File: src/rtl/cache_repair_engine_if.sv
// Signal bundle for the cache repair engine: MSHR request, pipeline flush,
// memory read bus, D-cache fill port and ROB writeback. The _i/_o suffixes
// are from the engine's point of view.
interface cache_repair_engine_if #(
    parameter int LINE_WORDS = 4,
    parameter int ROB_IDX_W  = 6
);
    localparam int IDX_W = $clog2(LINE_WORDS);

    logic                 flush_i;
    logic                 repair_req_i;
    logic [31:0]          repair_req_addr_i;
    logic [31:0]          repair_req_data_i;
    logic [ROB_IDX_W-1:0] repair_req_rob_idx_i;
    logic                 repair_is_store_i;
    logic                 repair_ack_o;
    logic                 repair_complete_o;
    logic                 mem_req_o;
    logic [31:0]          mem_addr_o;
    logic                 mem_gnt_i;
    logic                 mem_rvalid_i;
    logic [31:0]          mem_rdata_i;
    logic                 fill_valid_o;
    logic [31:0]          fill_line_addr_o;
    logic [IDX_W-1:0]     fill_word_idx_o;
    logic [31:0]          fill_data_o;
    logic                 fill_last_o;
    logic                 fill_dirty_o;
    logic                 wb_valid_o;
    logic [ROB_IDX_W-1:0] wb_rob_idx_o;
    logic [31:0]          wb_data_o;

    // Environment side: MSHR, pipeline, memory and cache.
    modport master (
        output flush_i, repair_req_i, repair_req_addr_i, repair_req_data_i,
               repair_req_rob_idx_i, repair_is_store_i, mem_gnt_i, mem_rvalid_i, mem_rdata_i,
        input  repair_ack_o, repair_complete_o, mem_req_o, mem_addr_o, fill_valid_o,
               fill_line_addr_o, fill_word_idx_o, fill_data_o, fill_last_o, fill_dirty_o,
               wb_valid_o, wb_rob_idx_o, wb_data_o
    );

    // Engine side.
    modport slave (
        input  flush_i, repair_req_i, repair_req_addr_i, repair_req_data_i,
               repair_req_rob_idx_i, repair_is_store_i, mem_gnt_i, mem_rvalid_i, mem_rdata_i,
        output repair_ack_o, repair_complete_o, mem_req_o, mem_addr_o, fill_valid_o,
               fill_line_addr_o, fill_word_idx_o, fill_data_o, fill_last_o, fill_dirty_o,
               wb_valid_o, wb_rob_idx_o, wb_data_o
    );
endinterface

File: src/rtl/cache_repair_engine.sv
// Cache repair engine: accepts one MSHR repair at a time, reads the missing
// line from memory critical word first (one outstanding read), streams each
// word into the D-cache fill port, merges store data into the critical word,
// then pulses completion and (unless flushed) writes back to the ROB.
module cache_repair_engine #(
    parameter int LINE_WORDS = 4,
    parameter int ROB_IDX_W  = 6
) (
    input  logic                 clk_i,
    input  logic                 rst_ni,
    cache_repair_engine_if.slave bus
);
    localparam int IDX_W   = $clog2(LINE_WORDS);
    localparam int OFF_LSB = IDX_W + 2;
    localparam logic [IDX_W-1:0] LAST_BEAT = IDX_W'(LINE_WORDS - 1);

    typedef enum logic [1:0] {S_IDLE, S_REQ, S_WAIT, S_DONE} state_e;

    state_e               state_q,  state_d;
    logic [31:OFF_LSB]    line_q,   line_d;    // line base address bits
    logic [IDX_W-1:0]     off_q,    off_d;     // critical word index
    logic [IDX_W-1:0]     beat_q,   beat_d;    // words already fetched
    logic [31:0]          sdata_q,  sdata_d;   // store data to merge
    logic [ROB_IDX_W-1:0] rob_q,    rob_d;
    logic                 store_q,  store_d;
    logic [31:0]          wbdata_q, wbdata_d;  // load result (0 for stores)
    logic                 kill_q,   kill_d;    // flush seen: suppress writeback

    // Current word index wraps naturally because LINE_WORDS is a power of two.
    logic [IDX_W-1:0] word_idx;
    assign word_idx = off_q + beat_q;

    // Next-state and output decode for the repair FSM.
    always_comb begin
        // NOTE: every next-state and output is defaulted first so no path can infer a latch.
        state_d  = state_q;
        line_d   = line_q;
        off_d    = off_q;
        beat_d   = beat_q;
        sdata_d  = sdata_q;
        rob_d    = rob_q;
        store_d  = store_q;
        wbdata_d = wbdata_q;
        kill_d   = kill_q;

        bus.repair_ack_o      = 1'b0;
        bus.repair_complete_o = 1'b0;
        bus.mem_req_o         = 1'b0;
        bus.mem_addr_o        = '0;
        bus.fill_valid_o      = 1'b0;
        bus.fill_line_addr_o  = '0;
        bus.fill_word_idx_o   = '0;
        bus.fill_data_o       = '0;
        bus.fill_last_o       = 1'b0;
        bus.fill_dirty_o      = 1'b0;
        bus.wb_valid_o        = 1'b0;
        bus.wb_rob_idx_o      = '0;
        bus.wb_data_o         = '0;

        unique case (state_q)
            S_IDLE: begin
                // Held low while in reset so every output is quiet.
                bus.repair_ack_o = bus.repair_req_i & rst_ni;
                if (bus.repair_req_i) begin
                    line_d   = bus.repair_req_addr_i[31:OFF_LSB];
                    off_d    = bus.repair_req_addr_i[OFF_LSB-1:2];
                    beat_d   = '0;
                    sdata_d  = bus.repair_req_data_i;
                    rob_d    = bus.repair_req_rob_idx_i;
                    store_d  = bus.repair_is_store_i;
                    wbdata_d = '0;
                    kill_d   = bus.flush_i;  // flush on the ack cycle kills this repair
                    state_d  = S_REQ;
                end
            end

            S_REQ: begin
                bus.mem_req_o  = 1'b1;
                bus.mem_addr_o = {line_q, word_idx, 2'b00};
                if (bus.flush_i) kill_d = 1'b1;
                if (bus.mem_gnt_i) state_d = S_WAIT;
            end

            S_WAIT: begin
                if (bus.flush_i) kill_d = 1'b1;
                if (bus.mem_rvalid_i) begin
                    bus.fill_valid_o     = 1'b1;
                    bus.fill_line_addr_o = {line_q, {OFF_LSB{1'b0}}};
                    bus.fill_word_idx_o  = word_idx;
                    bus.fill_data_o      = (store_q && beat_q == '0) ? sdata_q : bus.mem_rdata_i;
                    if (!store_q && beat_q == '0) wbdata_d = bus.mem_rdata_i;
                    if (beat_q == LAST_BEAT) begin
                        bus.fill_last_o  = 1'b1;
                        bus.fill_dirty_o = store_q;
                        state_d          = S_DONE;
                    end else begin
                        beat_d  = beat_q + IDX_W'(1);
                        state_d = S_REQ;
                    end
                end
            end

            S_DONE: begin
                bus.repair_complete_o = 1'b1;
                if (!kill_q) begin
                    bus.wb_valid_o   = 1'b1;
                    bus.wb_rob_idx_o = rob_q;
                    bus.wb_data_o    = wbdata_q;
                end
                kill_d  = 1'b0;
                state_d = S_IDLE;
            end
        endcase
    end

    // State and captured request fields.
    always_ff @(posedge clk_i or negedge rst_ni) begin
        if (!rst_ni) begin
            // NOTE: the captured payload is reset too, so an aborted repair leaves no stale data behind.
            state_q  <= S_IDLE;
            line_q   <= '0;
            off_q    <= '0;
            beat_q   <= '0;
            sdata_q  <= '0;
            rob_q    <= '0;
            store_q  <= 1'b0;
            wbdata_q <= '0;
            kill_q   <= 1'b0;
        end else begin
            // NOTE: non-blocking assignments so every register samples pre-edge values.
            state_q  <= state_d;
            line_q   <= line_d;
            off_q    <= off_d;
            beat_q   <= beat_d;
            sdata_q  <= sdata_d;
            rob_q    <= rob_d;
            store_q  <= store_d;
            wbdata_q <= wbdata_d;
            kill_q   <= kill_d;
        end
    end
endmodule
File: src/flat_wrapper.sv
// flat-port wrapper written by rule: the top's interface ports become plain ports
module cache_repair_engine_flat 
#(
    parameter int LINE_WORDS = 4,
    parameter int ROB_IDX_W  = 6
)
  (clk_i, rst_ni, bus_flush_i, bus_repair_req_i, bus_repair_req_addr_i, bus_repair_req_data_i, bus_repair_req_rob_idx_i, bus_repair_is_store_i, bus_mem_gnt_i, bus_mem_rvalid_i, bus_mem_rdata_i, bus_repair_ack_o, bus_repair_complete_o, bus_mem_req_o, bus_mem_addr_o, bus_fill_valid_o, bus_fill_line_addr_o, bus_fill_word_idx_o, bus_fill_data_o, bus_fill_last_o, bus_fill_dirty_o, bus_wb_valid_o, bus_wb_rob_idx_o, bus_wb_data_o);
  cache_repair_engine_if #(.LINE_WORDS(LINE_WORDS), .ROB_IDX_W(ROB_IDX_W)) bus_i ();
  input  logic clk_i;
  input  logic rst_ni;
  input wire logic [$bits(bus_i.flush_i)-1:0] bus_flush_i;
  input wire logic [$bits(bus_i.repair_req_i)-1:0] bus_repair_req_i;
  input wire logic [$bits(bus_i.repair_req_addr_i)-1:0] bus_repair_req_addr_i;
  input wire logic [$bits(bus_i.repair_req_data_i)-1:0] bus_repair_req_data_i;
  input wire logic [$bits(bus_i.repair_req_rob_idx_i)-1:0] bus_repair_req_rob_idx_i;
  input wire logic [$bits(bus_i.repair_is_store_i)-1:0] bus_repair_is_store_i;
  input wire logic [$bits(bus_i.mem_gnt_i)-1:0] bus_mem_gnt_i;
  input wire logic [$bits(bus_i.mem_rvalid_i)-1:0] bus_mem_rvalid_i;
  input wire logic [$bits(bus_i.mem_rdata_i)-1:0] bus_mem_rdata_i;
  output wire logic [$bits(bus_i.repair_ack_o)-1:0] bus_repair_ack_o;
  output wire logic [$bits(bus_i.repair_complete_o)-1:0] bus_repair_complete_o;
  output wire logic [$bits(bus_i.mem_req_o)-1:0] bus_mem_req_o;
  output wire logic [$bits(bus_i.mem_addr_o)-1:0] bus_mem_addr_o;
  output wire logic [$bits(bus_i.fill_valid_o)-1:0] bus_fill_valid_o;
  output wire logic [$bits(bus_i.fill_line_addr_o)-1:0] bus_fill_line_addr_o;
  output wire logic [$bits(bus_i.fill_word_idx_o)-1:0] bus_fill_word_idx_o;
  output wire logic [$bits(bus_i.fill_data_o)-1:0] bus_fill_data_o;
  output wire logic [$bits(bus_i.fill_last_o)-1:0] bus_fill_last_o;
  output wire logic [$bits(bus_i.fill_dirty_o)-1:0] bus_fill_dirty_o;
  output wire logic [$bits(bus_i.wb_valid_o)-1:0] bus_wb_valid_o;
  output wire logic [$bits(bus_i.wb_rob_idx_o)-1:0] bus_wb_rob_idx_o;
  output wire logic [$bits(bus_i.wb_data_o)-1:0] bus_wb_data_o;
  assign bus_i.flush_i = bus_flush_i;
  assign bus_i.repair_req_i = bus_repair_req_i;
  assign bus_i.repair_req_addr_i = bus_repair_req_addr_i;
  assign bus_i.repair_req_data_i = bus_repair_req_data_i;
  assign bus_i.repair_req_rob_idx_i = bus_repair_req_rob_idx_i;
  assign bus_i.repair_is_store_i = bus_repair_is_store_i;
  assign bus_i.mem_gnt_i = bus_mem_gnt_i;
  assign bus_i.mem_rvalid_i = bus_mem_rvalid_i;
  assign bus_i.mem_rdata_i = bus_mem_rdata_i;
  assign bus_repair_ack_o = bus_i.repair_ack_o;
  assign bus_repair_complete_o = bus_i.repair_complete_o;
  assign bus_mem_req_o = bus_i.mem_req_o;
  assign bus_mem_addr_o = bus_i.mem_addr_o;
  assign bus_fill_valid_o = bus_i.fill_valid_o;
  assign bus_fill_line_addr_o = bus_i.fill_line_addr_o;
  assign bus_fill_word_idx_o = bus_i.fill_word_idx_o;
  assign bus_fill_data_o = bus_i.fill_data_o;
  assign bus_fill_last_o = bus_i.fill_last_o;
  assign bus_fill_dirty_o = bus_i.fill_dirty_o;
  assign bus_wb_valid_o = bus_i.wb_valid_o;
  assign bus_wb_rob_idx_o = bus_i.wb_rob_idx_o;
  assign bus_wb_data_o = bus_i.wb_data_o;
  cache_repair_engine #(.LINE_WORDS(LINE_WORDS), .ROB_IDX_W(ROB_IDX_W)) u_core (.clk_i(clk_i), .rst_ni(rst_ni), .bus(bus_i));
endmodule
File: config.mk
export PLATFORM = sky130hd
export DESIGN_NAME = cache_repair_engine_flat
export DESIGN_NICKNAME = d
export VERILOG_FILES = /design/src/rtl/cache_repair_engine_if.sv /design/src/rtl/cache_repair_engine.sv /design/src/flat_wrapper.sv
export SDC_FILE = /design/constraint.sdc
export NUM_CORES = 1
export LEC_CHECK = 0
export BUFFER_PORTS_ARGS = -buffer_cell sky130_fd_sc_hd__buf_2
export CAP_MARGIN = 30
export CORE_MARGIN = 5
export CORE_UTILIZATION = 25
export DETAILED_ROUTE_END_ITERATION = 7
export GPL_TIMING_DRIVEN = 0
export PLACE_DENSITY = 0.45
export SLEW_MARGIN = 20
export SYNTH_ARGS = -nofsm -noshare
export SYNTH_HDL_FRONTEND = slang
export SYNTH_SLANG_ARGS = --single-unit
File: constraint.sdc
create_clock -name clk_i -period 2.75 [get_ports clk_i]
set_clock_uncertainty 0.2 [all_clocks]
set_input_delay 0.55 -clock clk_i [delete_from_list [all_inputs] [get_ports clk_i]]
set_output_delay 0.55 -clock clk_i [all_outputs]
set_load 0.02 [all_outputs]
==> flow_summary.ini, run 1 <==
[yosys]
syn_inst = 559
synth_area_leaders = dfrtp_1, and2_1, mux2_2
synth_edf_count = 0
synth-seq-cells = 106
syn_area_um2 = 5590
synth_top_area_cell = dfrtp_1
synthArstFlopShare_pct = 100
ys_types = 30
synth_common_cells = dfrtp_1, nand2_1, and2_1, inv_1
yosysSeqAreaShare_pct = 47.5
synth_ff_type = dfrtp_1
yosys.area.top_type_share_pct = 47.5
avgSynthCellArea_um2 = 9.99
yosysMostFrequentCell = dfrtp_1
yosysWarnings = 0

[cts]
clock_latency_ns = 0.35
root_buffer = clkbuf_16
clkTransAtPathRegs_ns = 0.08
cts_tree = yes
clkSinkCount = 106
numCtsBuffers = 9
cts_max_level = 3
clockBufferDepth = 2

[sta]
final_max_slew_viol_count = 0
relSlewSlack_pct = 64.9
fin_crit_sh_pct = 95.7
tightest_slew_ns = 0.526
min_period_ns = 2.63
setup_viol_count_final = 0
max_freq_mhz = 380
hold_viol = 0

[worst_setup_path]
r2r-end = u_core.line_q[27]
max_stage_delay_ns = 0.43
endpoint_kind = output port
crit_path_start_kind = flip-flop
cp_top_family = buffers and inverters
cp_max_fo = 10
crit_arrival_ns = 1.88
worst-setup-path-type = flip-flop to output port
crit_start = u_core.state_q[0]
cp_num_cells = 6
worst-path-buf-inv = 3
endpoint = bus_fill_data_o[5]
rrSetupSlack_ns = 0.29
r2r_start = u_core.state_q[0]
critPathSlowestCell = dfrtp_1
path_cells = inv_2 -> ha_4 -> nand2_2 -> clkbuf_4 -> a21oi_1 -> buf_2
worstRegToRegCells = 6
crit_required_ns = 2.00

[die]
rows = 54
io_pins = 252
die_area_um2 = 25400
die_h_um = 159
die_x_um = 159
start_util_pct = 25.5
core_um2 = 21900

[power]
power_mw = 7.80
combPwrFrac_pct = 48.0
switching_share_pct = 41.0
p_leak_nw = 4.15
clkPwrFrac_pct = 16.5
p_int_mw = 4.60
ir_drop_mv = 0.400
p_per_area_nw_per_um2 = 1020
switchingPower_mw = 3.20
seqPwrFrac_pct = 35.6

[placement]
gp_congestion = 0.722
io_buffers = 243
hpwlAfterDp_um = 14500

[grt]
grt_pass1_vias = 5206
antenna_found_initial = 1
overflow = 0
grt_max_degree = 70
grt_usage_pct = 14.6
grt_pass1_wl_um = 29700

[min_path]
min_from = bus_repair_req_addr_i[5]
hp-class = input pin to flip-flop
hold_path_depth = 2

[layout]
fin_util_pct = 35.0
nets = 941
antenna_cells = 0
syn_to_final_growth_pct = 37.0
drive_gt1_share_pct = 41.8

[status]
status = complete, no violations

[route]
wirelength_um = 18700
ant_nets = 0
wl_per_cell_um = 16.9
vias_per_cell = 4.26
initialDrtViolationCount = 184
first_pass_iters = 4
post-route-drc-count = 0
vias = 4711

[run]
max_cap_violations = 0
[area by class of cell]
class                      count  area (um2)
clock inverter                 5        37.5
sequential                   106        2660
timing repair buffer         249        1300
tap                          280         350
inverter                      37         139
fill                        2345       14200
multi-input combinational    378        2640
clock buffer                  11         243
buffer                        41         289
[logic make-up after synthesis]
group | count (synthesis) | share of synthesized area (%)
compound gates | 40 | 3.87
buf+inv | 80 | 6.36
simple gates | 218 | 19.8
other cells | 1 | 0.0671
flops | 106 | 47.5
fa+ha+maj | 10 | 2.24
mux | 102 | 19.8
xor+xnor | 2 | 0.314
[routing by layer]
layer  global-route usage (%)  share of wire (%)
met4                     2.56               0.60
met1                     19.1                 45
met3                     5.28                7.4
met2                     23.6                 47
met5                        0              0.070
[timing repair]
item,in CTS,in global routing
hold buffers,1,0
endpoints found under the setup margin,122,54
resized for setup,39,21
setup buffers,0,4
endpoints found under the hold margin,37,0
[sequential cells by signal, indices dropped and copies added, names as in the netlist]
register,cells
u_core.beat_q,2
u_core.kill_q,1
u_core.line_q,28
u_core.off_q,2
u_core.rob_q,6
u_core.sdata_q,32
u_core.state_q,2
u_core.store_q,1
u_core.wbdata_q,32
[worst min-delay path by stage]
stage                        end  slack (ns)
5_1_grt         u_core.line_q[4]        0.19
3_5_place_dp     u_core.rob_q[3]        0.28
3_3_place_gp     u_core.rob_q[5]        0.27
6_report        u_core.line_q[5]        0.20
4_1_cts        u_core.sdata_q[0]        0.19
2_1_floorplan   u_core.beat_q[0]        0.05
[metrics by stage]
stage                     setup slack, ns  instance area (um2)  hold WS [ns]   TNS, ns  instances
after floorplan                     0.356                 5610        0.0544         0        564
after global placement              -1.13                 7170         0.266    -74.74       1087
after detailed placement           -0.300                 7210         0.277     -8.28       1088
after CTS                         0.00824                 7590         0.188         0       1103
after global routing             -0.00301                 7660         0.188  -0.00495       1107
final                               0.118                 7660         0.205         0       1107
[power groups by stage]
stage               clock network [mW]  registers [mW]  logic, mW
global placement                     0            2.79       3.60
floorplan                            0            2.64       2.50
finish                            1.28            2.77       3.74
detailed placement                   0            2.80       3.64
CTS                               1.34            2.78       3.79
global route                      1.40            2.88       4.18
[worst reg2reg max path, stage by stage, from the launching register on]
cell	delay, ns
dfrtp_1	0.41
inv_2	0.11
ha_1	0.28
nand2_1	0.28
buf_2	0.35
buf_2	0.36
mux2_1	0.36
[layout by cell type, fill, tap and decap left out, types with 2 or more instances in the layout]
cell        Yosys  layout
nand2_1       100      98
and2_1         70      69
nand2_2         0       2
mux2_2         36      36
nor2_1          4       4
clkbuf_16       0       9
and3_1         32      32
clkbuf_2        0       6
clkbuf_4        0       2
dfrtp_1       106     104
a21oi_2         0       2
mux2_1         33      33
inv_6           0       2
a21oi_1        36      34
nor2b_1         5       4
buf_6           3       4
clkinvlp_4      0       2
buf_2           8     245
buf_4           6      19
clkbuf_8        0       6
ha_2            0       3
conb_1          1       6
clkbuf_1       23       8
inv_1          37      36
mux2i_1        33      33
dfrtp_2         0       2
xnor2_1         2       2
ha_1           10       6
(Power assumes the default switching activity.)
==> run 2: changes to the inputs <==
--- a/config.mk
+++ b/config.mk
@@ -12,6 +12,7 @@
 export DETAILED_ROUTE_END_ITERATION = 7
 export GPL_TIMING_DRIVEN = 0
 export PLACE_DENSITY = 0.45
+export SETUP_SLACK_MARGIN = 0.15
 export SLEW_MARGIN = 20
 export SYNTH_ARGS = -nofsm -noshare
 export SYNTH_HDL_FRONTEND = slang
==> run 2 against run 1 <==
Total power grew 5.7%. Utilization up 2.0 points. Global-route usage grew 0.16 points. Maximum frequency rose by 3.8%. Critical path type unchanged.
==> flow_summary.ini, run 2 (same netlist as run 1, synthesis figures left out) <==
[worst_setup_path]
endpoint_kind = output port
crit_path_start_kind = flip-flop
crit_arrival_ns = 1.79
cp_top_family = buffers and inverters
cp_max_fo = 6
critPathSlowestCell = dfrtp_1
max_stage_delay_ns = 0.42
worst-setup-path-type = flip-flop to output port
path_common_cell = buf_8
crit_required_ns = 2.00
worst-path-buf-inv = 3
path_cells = ha_2 -> nor2b_4 -> buf_8 -> buf_8 -> and2_1 -> buf_4

[sta]
grt_setup_unrepaired = true
relSlewSlack_pct = 65.7
final_max_slew_viol_count = 0
hold_viol = 0
max_freq_mhz = 394
setup_viol_count_final = 0
min_period_ns = 2.54
holdWs_ns = 0.202
fin_crit_sh_pct = 92.2
tightest_slew_ns = 0.515

[route]
vias_per_cell = 4.27
first_pass_iters = 4
post-route-drc-count = 0
initialDrtViolationCount = 179
wl_per_cell_um = 17.1
vias = 4779
ant_nets = 0
wirelength_um = 19200

[layout]
final_common_cell = buf_2
syn_to_final_growth_pct = 44.8
fillers = 2306
drive_gt1_share_pct = 45.5
reg.largest.list = u_core.sdata_q: 32 flops, u_core.wbdata_q: 32 flops, u_core.line_q: 28 flops
fin_util_pct = 37.0
multiInputGateArea_um2 = 2740
regArea_um2 = 2650
nets = 953
final_cells = 1120
layout_common_cells = buf_2, dfrtp_1, nand2_1, and2_1, buf_4

[die]
die_area_um2 = 25400
rows = 54
io_pins = 252
die_h_um = 159
core_um2 = 21900
die_x_um = 159
start_util_pct = 25.5

[power]
p_leak_nw = 4.29
ir_drop_mv = 0.400
p_per_area_nw_per_um2 = 1020
power_mw = 8.25

[run]
max_cap_violations = 0

[cts]
clkSinkCount = 106
cts_tree = yes
numCtsBuffers = 9
clock_latency_ns = 0.35
root_buffer = clkbuf_16
cts_max_level = 3
clockBufferDepth = 2
clkTransAtPathRegs_ns = 0.08

[placement]
dp_cells = 1088
io_buffers = 243
gp_congestion = 0.722
hpwlAfterDp_um = 14500

[grt]
overflow = 0
antenna_found_initial = 1
grt_usage_pct = 14.8
grt_pass1_wl_um = 30000
grt_max_degree = 70
grt_pass1_vias = 5261

[min_path]
hp-class = input pin to flip-flop

[status]
status = complete, no violations
run 2: per-stage QoR:
stage / area [um2] / TNS, ns / setup slack (ns)
finish: 8090 / 0 / 0.214
global route: 8090 / 0 / 0.117
CTS: 7800 / 0 / 0.0778
detailed placement: 7210 / -8.28 / -0.300
global placement: 7170 / -74.74 / -1.13
floorplan: 5610 / 0 / 0.356
run 2: timing repair:
item,in CTS,in global routing
hold buffers,2,0
hold endpoints to repair,37,0
cloned,0,2
endpoints found under the setup margin,133,108
buffers inserted,8,3
gates resized for setup,73,79
pin swaps,0,2
run 2: metal layers:
metal  GRT usage, %  routed length (um)
met5              0                  13
met4           2.56                 114
met3           5.33                1350
met2           24.2                9020
met1           19.0                8660
run 2: power breakdown:
group | total [mW] | switching [mW] | leakage (nW) | internal, mW
clock | 1.29 | 0.639 | 0.133 | 0.647
sequential | 2.77 | 0.436 | 1.31 | 2.33
combinational | 4.19 | 2.27 | 2.85 | 1.93
total | 8.25 | 3.34 | 4.29 | 4.90
run 2: worst paths after layout:
kind	start	cells past startpoint	slack, ns	end
setup / recovery	u_core.state_q[1]	6	0.21	bus_wb_data_o[18]
setup reg to reg	u_core.state_q[1]	6	0.37	u_core.line_q[30]
hold / removal	bus_repair_req_addr_i[5]	2	0.20	u_core.line_q[5]
max in group asynchronous	rst_ni	3	1.40	u_core.sdata_q[22]
min in group asynchronous	rst_ni	3	0.56	u_core.sdata_q[20]
hold reg to reg	u_core.rob_q[0]	1	0.28	u_core.rob_q[0]
run 2: final cells by class:
type,instances,area share (%)
clock buffer,11,3.00
tap,280,4.33
inverter,37,1.72
clock inverter,5,0.464
sequential,106,32.8
timing repair buffer,259,19.0
antenna,1,0.0309
multi-input combinational,378,33.9
buffer,43,4.80
